### src/rtl/dds9952_pkg.sv
// Shared definitions for the AD9952 serial-port responder: register map, lengths, FSM states.
package dds9952_pkg;

  localparam int unsigned ADDR_CFR1 = 0;
  localparam int unsigned ADDR_CFR2 = 1;
  localparam int unsigned ADDR_ASF  = 2;
  localparam int unsigned ADDR_ARR  = 3;
  localparam int unsigned ADDR_FTW  = 4;
  localparam int unsigned ADDR_POW  = 5;
  localparam int unsigned ADDR_MAX  = 5;

  localparam int unsigned ADDR_W    = 3;
  localparam int unsigned CNT_W     = 5;
  localparam int unsigned WORD_W    = 32;

  localparam logic [23:0] CFR2_RST_DEF = 24'h000018;

  typedef enum logic [2:0] {
    S_IDLE,
    S_INSTR,
    S_WRITE,
    S_READ,
    S_DISCARD
  } state_e;

  // Register length in bytes, indexed by address.
  function automatic logic [2:0] reg_bytes(input logic [ADDR_W-1:0] a);
    case (a)
      3'(ADDR_CFR1): reg_bytes = 3'd4;
      3'(ADDR_CFR2): reg_bytes = 3'd3;
      3'(ADDR_ASF):  reg_bytes = 3'd2;
      3'(ADDR_ARR):  reg_bytes = 3'd1;
      3'(ADDR_FTW):  reg_bytes = 3'd4;
      3'(ADDR_POW):  reg_bytes = 3'd2;
      default:       reg_bytes = 3'd1;
    endcase
  endfunction

  // Index of the final data bit of a register (len*8 - 1).
  function automatic logic [CNT_W-1:0] last_bit(input logic [ADDR_W-1:0] a);
    last_bit = CNT_W'((32'(reg_bytes(a)) << 3) - 32'd1);
  endfunction

endpackage

### src/rtl/sync_edge.sv
// Multi-flop synchronizer with registered history for rise/fall pulse generation.
module sync_edge #(
  parameter int unsigned STAGES  = 2,
  parameter logic        RST_VAL = 1'b0
) (
  input  logic clk,
  input  logic n_rst,
  input  logic d,
  output logic q,
  output logic rise_c,
  output logic fall_c
);

  logic [STAGES-1:0] chain;
  logic              prev;

  // Synchronizer chain plus one history flop for edge detection.
  always_ff @(posedge clk or negedge n_rst) begin
    if (!n_rst) begin
      chain <= {STAGES{RST_VAL}};
      prev  <= RST_VAL;
    end else begin
      chain <= {chain[STAGES-2:0], d};
      prev  <= chain[STAGES-1];
    end
  end

  assign q      = chain[STAGES-1];
  assign rise_c = q & ~prev;
  assign fall_c = ~q & prev;

endmodule

### src/rtl/spi_slave_9952.sv
// AD9952 serial-port stand-in: instruction decode, shadow/active register file, read-back on miso.
module spi_slave_9952
  import dds9952_pkg::*;
#(
  parameter int unsigned SYNC_STAGES = 2,
  parameter logic [23:0] CFR2_RST    = CFR2_RST_DEF
) (
  input  logic        clk,
  input  logic        n_rst,
  input  logic        sclk,
  input  logic        n_cs,
  input  logic        mosi,
  input  logic        io_update,
  output logic        miso,
  output logic        miso_oe,
  output logic [31:0] cfr1_o,
  output logic [23:0] cfr2_o,
  output logic [15:0] asf_o,
  output logic [7:0]  arr_o,
  output logic [31:0] ftw_o,
  output logic [15:0] pow_o,
  output logic        upd_p,
  output logic        err_p
);

  logic sclk_rise, sclk_fall, cs_rise, cs_fall, upd_rise, mosi_s;
  logic unused_sclk_q, unused_cs_q, unused_upd_q, unused_upd_fall;
  logic unused_mosi_rise, unused_mosi_fall;

  sync_edge #(.STAGES(SYNC_STAGES), .RST_VAL(1'b0)) u_sync_sclk (
    .clk(clk), .n_rst(n_rst), .d(sclk),
    .q(unused_sclk_q), .rise_c(sclk_rise), .fall_c(sclk_fall));

  // n_cs idles high, so its chain resets high to avoid a spurious frame start.
  sync_edge #(.STAGES(SYNC_STAGES), .RST_VAL(1'b1)) u_sync_cs (
    .clk(clk), .n_rst(n_rst), .d(n_cs),
    .q(unused_cs_q), .rise_c(cs_rise), .fall_c(cs_fall));

  sync_edge #(.STAGES(SYNC_STAGES), .RST_VAL(1'b0)) u_sync_mosi (
    .clk(clk), .n_rst(n_rst), .d(mosi),
    .q(mosi_s), .rise_c(unused_mosi_rise), .fall_c(unused_mosi_fall));

  sync_edge #(.STAGES(SYNC_STAGES), .RST_VAL(1'b0)) u_sync_upd (
    .clk(clk), .n_rst(n_rst), .d(io_update),
    .q(unused_upd_q), .rise_c(upd_rise), .fall_c(unused_upd_fall));

  state_e              state_q, state_d;
  logic [CNT_W-1:0]    bit_cnt_q, bit_cnt_d;
  logic [ADDR_W-1:0]   addr_q, addr_d;
  logic [WORD_W-1:0]   rx_q, rx_d, tx_q, tx_d, wr_data, rd_word;
  logic [4:0]          addr5;
  logic                miso_d, oe_d, err_d, wr_en;

  logic [31:0] sh_cfr1, sh_cfr1_d, sh_ftw, sh_ftw_d;
  logic [23:0] sh_cfr2, sh_cfr2_d;
  logic [15:0] sh_asf, sh_asf_d, sh_pow, sh_pow_d;
  logic [7:0]  sh_arr, sh_arr_d;

  // Address field of the instruction byte completing on this sclk_rise.
  assign addr5   = {rx_q[3:0], mosi_s};
  assign wr_data = {rx_q[WORD_W-2:0], mosi_s};

  // Shadow value of the addressed register, MSB-aligned for shifting out.
  always_comb begin
    rd_word = '0;
    case (addr5[2:0])
      3'(ADDR_CFR1): rd_word = sh_cfr1;
      3'(ADDR_CFR2): rd_word = {sh_cfr2, 8'h00};
      3'(ADDR_ASF):  rd_word = {sh_asf, 16'h0000};
      3'(ADDR_ARR):  rd_word = {sh_arr, 24'h000000};
      3'(ADDR_FTW):  rd_word = sh_ftw;
      3'(ADDR_POW):  rd_word = {sh_pow, 16'h0000};
      default:       rd_word = '0;
    endcase
  end

  // FSM state and datapath registers.
  always_ff @(posedge clk or negedge n_rst) begin
    if (!n_rst) begin
      state_q   <= S_IDLE;
      bit_cnt_q <= '0;
      addr_q    <= '0;
      rx_q      <= '0;
      tx_q      <= '0;
      miso      <= 1'b0;
      miso_oe   <= 1'b0;
      err_p     <= 1'b0;
      upd_p     <= 1'b0;
    end else begin
      state_q   <= state_d;
      bit_cnt_q <= bit_cnt_d;
      addr_q    <= addr_d;
      rx_q      <= rx_d;
      tx_q      <= tx_d;
      miso      <= miso_d;
      miso_oe   <= oe_d;
      err_p     <= err_d;
      upd_p     <= upd_rise;
    end
  end

  // Next-state logic: frame control has priority over bit traffic.
  always_comb begin
    state_d   = state_q;
    bit_cnt_d = bit_cnt_q;
    addr_d    = addr_q;
    rx_d      = rx_q;
    tx_d      = tx_q;
    miso_d    = miso;
    oe_d      = miso_oe;
    err_d     = 1'b0;
    wr_en     = 1'b0;
    if (cs_rise) begin
      state_d   = S_IDLE;
      bit_cnt_d = '0;
      rx_d      = '0;
      miso_d    = 1'b0;
      oe_d      = 1'b0;
    end else if (cs_fall) begin
      state_d   = S_INSTR;
      bit_cnt_d = '0;
      rx_d      = '0;
      miso_d    = 1'b0;
      oe_d      = 1'b0;
    end else begin
      if (sclk_fall) begin
        if (state_q == S_READ) begin
          miso_d = tx_q[WORD_W-1];
          tx_d   = {tx_q[WORD_W-2:0], 1'b0};
          oe_d   = 1'b1;
        end else begin
          miso_d = 1'b0;
          oe_d   = 1'b0;
        end
      end
      if (sclk_rise) begin
        case (state_q)
          S_INSTR: begin
            rx_d      = wr_data;
            bit_cnt_d = bit_cnt_q + CNT_W'(1);
            if (bit_cnt_q == CNT_W'(7)) begin
              bit_cnt_d = '0;
              rx_d      = '0;
              if (addr5 > 5'(ADDR_MAX)) begin
                err_d   = 1'b1;
                state_d = S_DISCARD;
              end else begin
                addr_d = addr5[2:0];
                if (rx_q[6]) begin
                  tx_d    = rd_word;
                  state_d = S_READ;
                end else begin
                  state_d = S_WRITE;
                end
              end
            end
          end
          S_WRITE: begin
            rx_d      = wr_data;
            bit_cnt_d = bit_cnt_q + CNT_W'(1);
            if (bit_cnt_q == last_bit(addr_q)) begin
              wr_en     = 1'b1;
              bit_cnt_d = '0;
              rx_d      = '0;
              state_d   = S_INSTR;
            end
          end
          S_READ: begin
            bit_cnt_d = bit_cnt_q + CNT_W'(1);
            if (bit_cnt_q == last_bit(addr_q)) begin
              bit_cnt_d = '0;
              state_d   = S_INSTR;
            end
          end
          default: ;
        endcase
      end
    end
  end

  // Shadow update; the committed value also feeds the active load (same-clk bypass).
  always_comb begin
    sh_cfr1_d = sh_cfr1;
    sh_cfr2_d = sh_cfr2;
    sh_asf_d  = sh_asf;
    sh_arr_d  = sh_arr;
    sh_ftw_d  = sh_ftw;
    sh_pow_d  = sh_pow;
    if (wr_en) begin
      case (addr_q)
        3'(ADDR_CFR1): sh_cfr1_d = wr_data;
        3'(ADDR_CFR2): sh_cfr2_d = wr_data[23:0];
        3'(ADDR_ASF):  sh_asf_d  = wr_data[15:0];
        3'(ADDR_ARR):  sh_arr_d  = wr_data[7:0];
        3'(ADDR_FTW):  sh_ftw_d  = wr_data;
        3'(ADDR_POW):  sh_pow_d  = wr_data[15:0];
        default: ;
      endcase
    end
  end

  // Shadow and active register file.
  always_ff @(posedge clk or negedge n_rst) begin
    if (!n_rst) begin
      sh_cfr1 <= '0;       cfr1_o <= '0;
      sh_cfr2 <= CFR2_RST; cfr2_o <= CFR2_RST;
      sh_asf  <= '0;       asf_o  <= '0;
      sh_arr  <= '0;       arr_o  <= '0;
      sh_ftw  <= '0;       ftw_o  <= '0;
      sh_pow  <= '0;       pow_o  <= '0;
    end else begin
      sh_cfr1 <= sh_cfr1_d;
      sh_cfr2 <= sh_cfr2_d;
      sh_asf  <= sh_asf_d;
      sh_arr  <= sh_arr_d;
      sh_ftw  <= sh_ftw_d;
      sh_pow  <= sh_pow_d;
      if (upd_rise) begin
        cfr1_o <= sh_cfr1_d;
        cfr2_o <= sh_cfr2_d;
        asf_o  <= sh_asf_d;
        arr_o  <= sh_arr_d;
        ftw_o  <= sh_ftw_d;
        pow_o  <= sh_pow_d;
      end
    end
  end

endmodule

### config.mk
export PLATFORM = sky130hd
export DESIGN_NAME = spi_slave_9952
export DESIGN_NICKNAME = d
export VERILOG_FILES = /design/src/rtl/dds9952_pkg.sv /design/src/rtl/sync_edge.sv /design/src/rtl/spi_slave_9952.sv
export SDC_FILE = /design/constraint.sdc
export NUM_CORES = 1
export LEC_CHECK = 0
export CELL_PAD_IN_SITES_DETAIL_PLACEMENT = 1
export CELL_PAD_IN_SITES_GLOBAL_PLACEMENT = 2
export CORE_UTILIZATION = 37
export CTS_CLUSTER_DIAMETER = 40
export CTS_CLUSTER_SIZE = 10
export DETAILED_ROUTE_END_ITERATION = 8
export GPL_TIMING_DRIVEN = 0
export HOLD_SLACK_MARGIN = 0.12
export MAX_ROUTING_LAYER = met4
export PLACE_DENSITY_LB_ADDON = 0.1
export SYNTH_ARGS = -nofsm -noshare
export SYNTH_HDL_FRONTEND = slang
export SYNTH_SLANG_ARGS = --single-unit
### constraint.sdc
create_clock -name clk -period 2.8 [get_ports clk]
set_clock_uncertainty 0.2 [all_clocks]
set_input_delay 0.42 -clock clk [delete_from_list [all_inputs] [get_ports clk]]
set_output_delay 0.42 -clock clk [all_outputs]
set_load 0.02 [all_outputs]
==> impl_results.md <==
* Status: complete, but fails checks
* Violated checks: setup timing
* Clock transition at path regs at roughly 0.05 ns
* Synth Warn # at 0
* DR vias/cell at roughly 5.3
* First-pass iteration count of the detailed router at 4
* CTS Buffer Depth at 3
* TritonCTS clock tree: done
* Drc violations at 0
* Post-route setup slack at -0.106 ns
* Final period utilization at 1.04
* First-pass GRT wire length at around 66000 µm
* Met1 Resource Use GR at 0.332
* Crit-path max FO at 6
* Grt met2 use at 0.355
* Static Leak at 8.92 nW
* Post-Synthesis Cells at 1001
* Routed wire per std cell at around 25 µm
* Max IR drop VDD at approximately 0.00043 V
* Vias in the first global route at slightly above 10000
* Crit end category: flop
* Synth Area per Inst at 14.3 µm²
* Seq/Total Area, Yosys at 0.603
* Gr busiest metal: met2
* Cell Area, Synth at roughly 14000 µm²
* Pre-CTS setup slack at -0.607 ns
* Layout fillers at 3800
* Ys flop type: dfrtp_1
* Hold Fails Final Rpt at 0
* Via count at 9369
* RSZ-0062 raised after global routing: true
* Routability Congestion at about 0.82
* DIE WIDTH at slightly below 200 µm
* Max cap viols at 0
* Number of H-tree levels at 2
* Wirelength, routed at roughly 44000 µm
* Fin area at around 19000 µm²
* Req. time, crit path at around 3.1 ns
* Hold_ws at between 0.15 and 0.2 ns
* Placed instance area at about 17000 µm²
* Initial core utilization at 0.378
* Post-synthesis register bit count at 345
* Synth cell types at 55
* Met3 usage in global routing at 0.0320
* Critical path class: flop to flop
* Ant diodes at 0
* Clock Latency Late Sink at 0.60 ns
* Cell Pwr Density at between 600 and 700 nW/µm²
* Post-Syn Nets at 1010
* Worst Max-Slew Pin Slew at approximately 1.1 ns
* Post-route ant nets at 0
* # setup viols final at 47
* Min Clock Period, post-route at 2.91 ns
* Grt ovf at 0
* Final Max Slew Viols at 0
* Clock Sinks at between 300 and 400
* Asr flop ratio synth at 1.00
* Share of cells above drive strength 1 at 0.368
* Layout area overhead at 32.8%
* Clock Tree Root: clkbuf_16
* Number of core rows at 71
* IO Count at 138
* NumNets Final at 1238
* HPWL after DPL at 29800 µm
* CP arrival at 3.17 ns
* PortBufs at 137
* CTS Buf Count at 54
* Fmax at approximately 340 MHz
* Largest net degree at the start of global routing at roughly 110
* Setup crit start kind: flop
* 1st-iter DRT viols at 462
* Top cells by area, synth: dfrtp_1, mux2_2, a22o_1
* Die Area at a little under 40000 µm²
* Slew HR at 0.270
* Initial antenna violation count at 0
* Total GRT Usage at 0.236
* Die height at between 150 and 200 µm
* HP Class: flop to flop
* Synth area leader: dfrtp_1
* Post-synth EDFFs at 0
* Core area at between 30000 and 40000 µm²
* Pwr Total at between 10 and 15 mW
* Synth top area share at 0.590
==> layout by cell type, fill, tap and decap left out, drive strengths merged, types with 4 or more instances in the layout <==
| cell type | n |
|---|---|
| a22o | 43 |
| o22ai | 23 |
| clkinv | 14 |
| nor2 | 28 |
| clkdlybuf4s50 | 136 |
| nor2b | 8 |
| nand2b | 5 |
| bufinv | 4 |
| clkbuf | 116 |
| clkinvlp | 9 |
| inv | 12 |
| a2bb2oi | 18 |
| buf | 49 |
| a22oi | 9 |
| nand3 | 5 |
| and3 | 10 |
| o21ai | 18 |
| dfstp | 7 |
| mux4 | 10 |
| nand2 | 30 |
| mux2 | 270 |
| dlygate4sd3 | 5 |
| or2 | 12 |
| dfrtp | 338 |
| a21oi | 22 |
| mux2i | 23 |
| nand4 | 6 |
==> cells by family (layout without fill, tap and decap cells) <==
group / count (synthesis) / count (layout) / synth area share
AOI/OAI and AO/OA: 153 / 153 / 0.0783
xor gates and xnor gates: 1 / 1 / 0.000612
adders and majority gates: 3 / 3 / 0.00262
buffers and inverters: 77 / 347 / 0.0231
DFF: 345 / 345 / 0.603
muxes: 303 / 303 / 0.245
and+or+nand+nor: 119 / 119 / 0.0474
==> per-layer routing <==
| metal | vias up | share of wire |
|---|---|---|
| met4 | 0 | 0.020 |
| met2 | 188 | 0.46 |
| li1 | 4139 | - |
| met5 | - | 0 |
| met1 | 4977 | 0.49 |
| met3 | 65 | 0.033 |
==> worst paths after layout <==
| kind | slack, ns | from | to | cells past startpoint |
|---|---|---|---|---|
| worst max-delay path | -0.11 | u_sync_cs.prev$_DFF_PN1_ | cfr2_o[12]$_DFFE_PN0P_ | 11 |
| worst min-delay path | 0.15 | u_sync_sclk.chain[0]$_DFF_PN0_ | u_sync_sclk.chain[1]$_DFF_PN0_ | 0 |
| worst max register to register | -0.11 | u_sync_cs.prev$_DFF_PN1_ | cfr2_o[12]$_DFFE_PN0P_ | 11 |
| worst min register to register | 0.15 | u_sync_sclk.chain[0]$_DFF_PN0_ | u_sync_sclk.chain[1]$_DFF_PN0_ | 0 |
| max in group asynchronous | 0.85 | n_rst | cfr2_o[10]$_DFFE_PN0P_ | 4 |
| min in group asynchronous | 0.18 | n_rst | bit_cnt_q[2]$_DFFE_PN0P_ | 2 |
==> cell usage after synthesis, types with 18 or more instances <==
| cell | count |
|---|---|
| clkbuf_1 | 44 |
| dfrtp_1 | 338 |
| nand2_1 | 30 |
| nor2_1 | 28 |
| a22o_1 | 43 |
| mux2i_1 | 23 |
| mux2_2 | 268 |
| a2bb2oi_1 | 18 |
| o22ai_1 | 23 |
| o21ai_0 | 18 |
| a21oi_1 | 21 |
==> what timing repair did <==
| item | 4_1_cts | 5_1_grt |
|---|---|---|
| endpoints found under the hold margin | 195 | 0 |
| pin swaps | 6 | 2 |
| gates cloned | 2 | 4 |
| resized for setup | 47 | 43 |
| buffers inserted | 19 | 7 |
| hold buffers | 5 | 0 |
| endpoints found under the setup margin | 290 | 176 |
==> critical path, cell delays in order, from the launching register on <==
cell and delay, ns:
dfstp_2 0.54, inv_2 0.04, ha_4 0.17, nor4b_4 0.30
nor4b_4 0.23, buf_4 0.17, buf_12 0.10, nand4_4 0.10
buf_12 0.19, clkbuf_16 0.17, mux2_2 0.29, mux2_2 0.26
==> where the power goes <==
| part | internal (mW) | switching (mW) |
|---|---|---|
| logic | 0.330 | 0.619 |
| registers | 5.17 | 0.123 |
| clock network | 4.08 | 2.47 |
| total | 9.58 | 3.21 |
==> area by class of cell <==
class                      instances  area, µm²  share of cell area
clock inverter                    31        319              0.0168
sequential                       345       8640               0.455
tap                              511        639              0.0336
buffer                            64        395              0.0208
inverter                           8       30.0             0.00158
clock buffer                      67       1460              0.0768
timing repair buffer             177       1940               0.102
multi-input combinational        579       5590               0.294
==> stage by stage <==
stage / utilization / cells / setup TNS [ns]
floorplan: - / 1001 / -0.444
global placement: 0.434 / 1649 / -5070.31
detailed placement: 0.437 / 1652 / -79.45
CTS: 0.495 / 1771 / -4.63
global route: 0.503 / 1782 / -9.39
finish: 0.503 / 1782 / -2.72
==> state kept, by name, summed over array words and instances, names as in the netlist, 5 cells and up <==
register,flops
sh_pow,16
tx_q,32
bit_cnt_q,5
sh_cfr1,32
sh_arr,8
sh_cfr2,24
ftw_o,32
sh_asf,16
sh_ftw,32
arr_o,8
cfr1_o,32
rx_q,31
pow_o,16
asf_o,16
cfr2_o,24
Power figures use the tool's default switching activity.
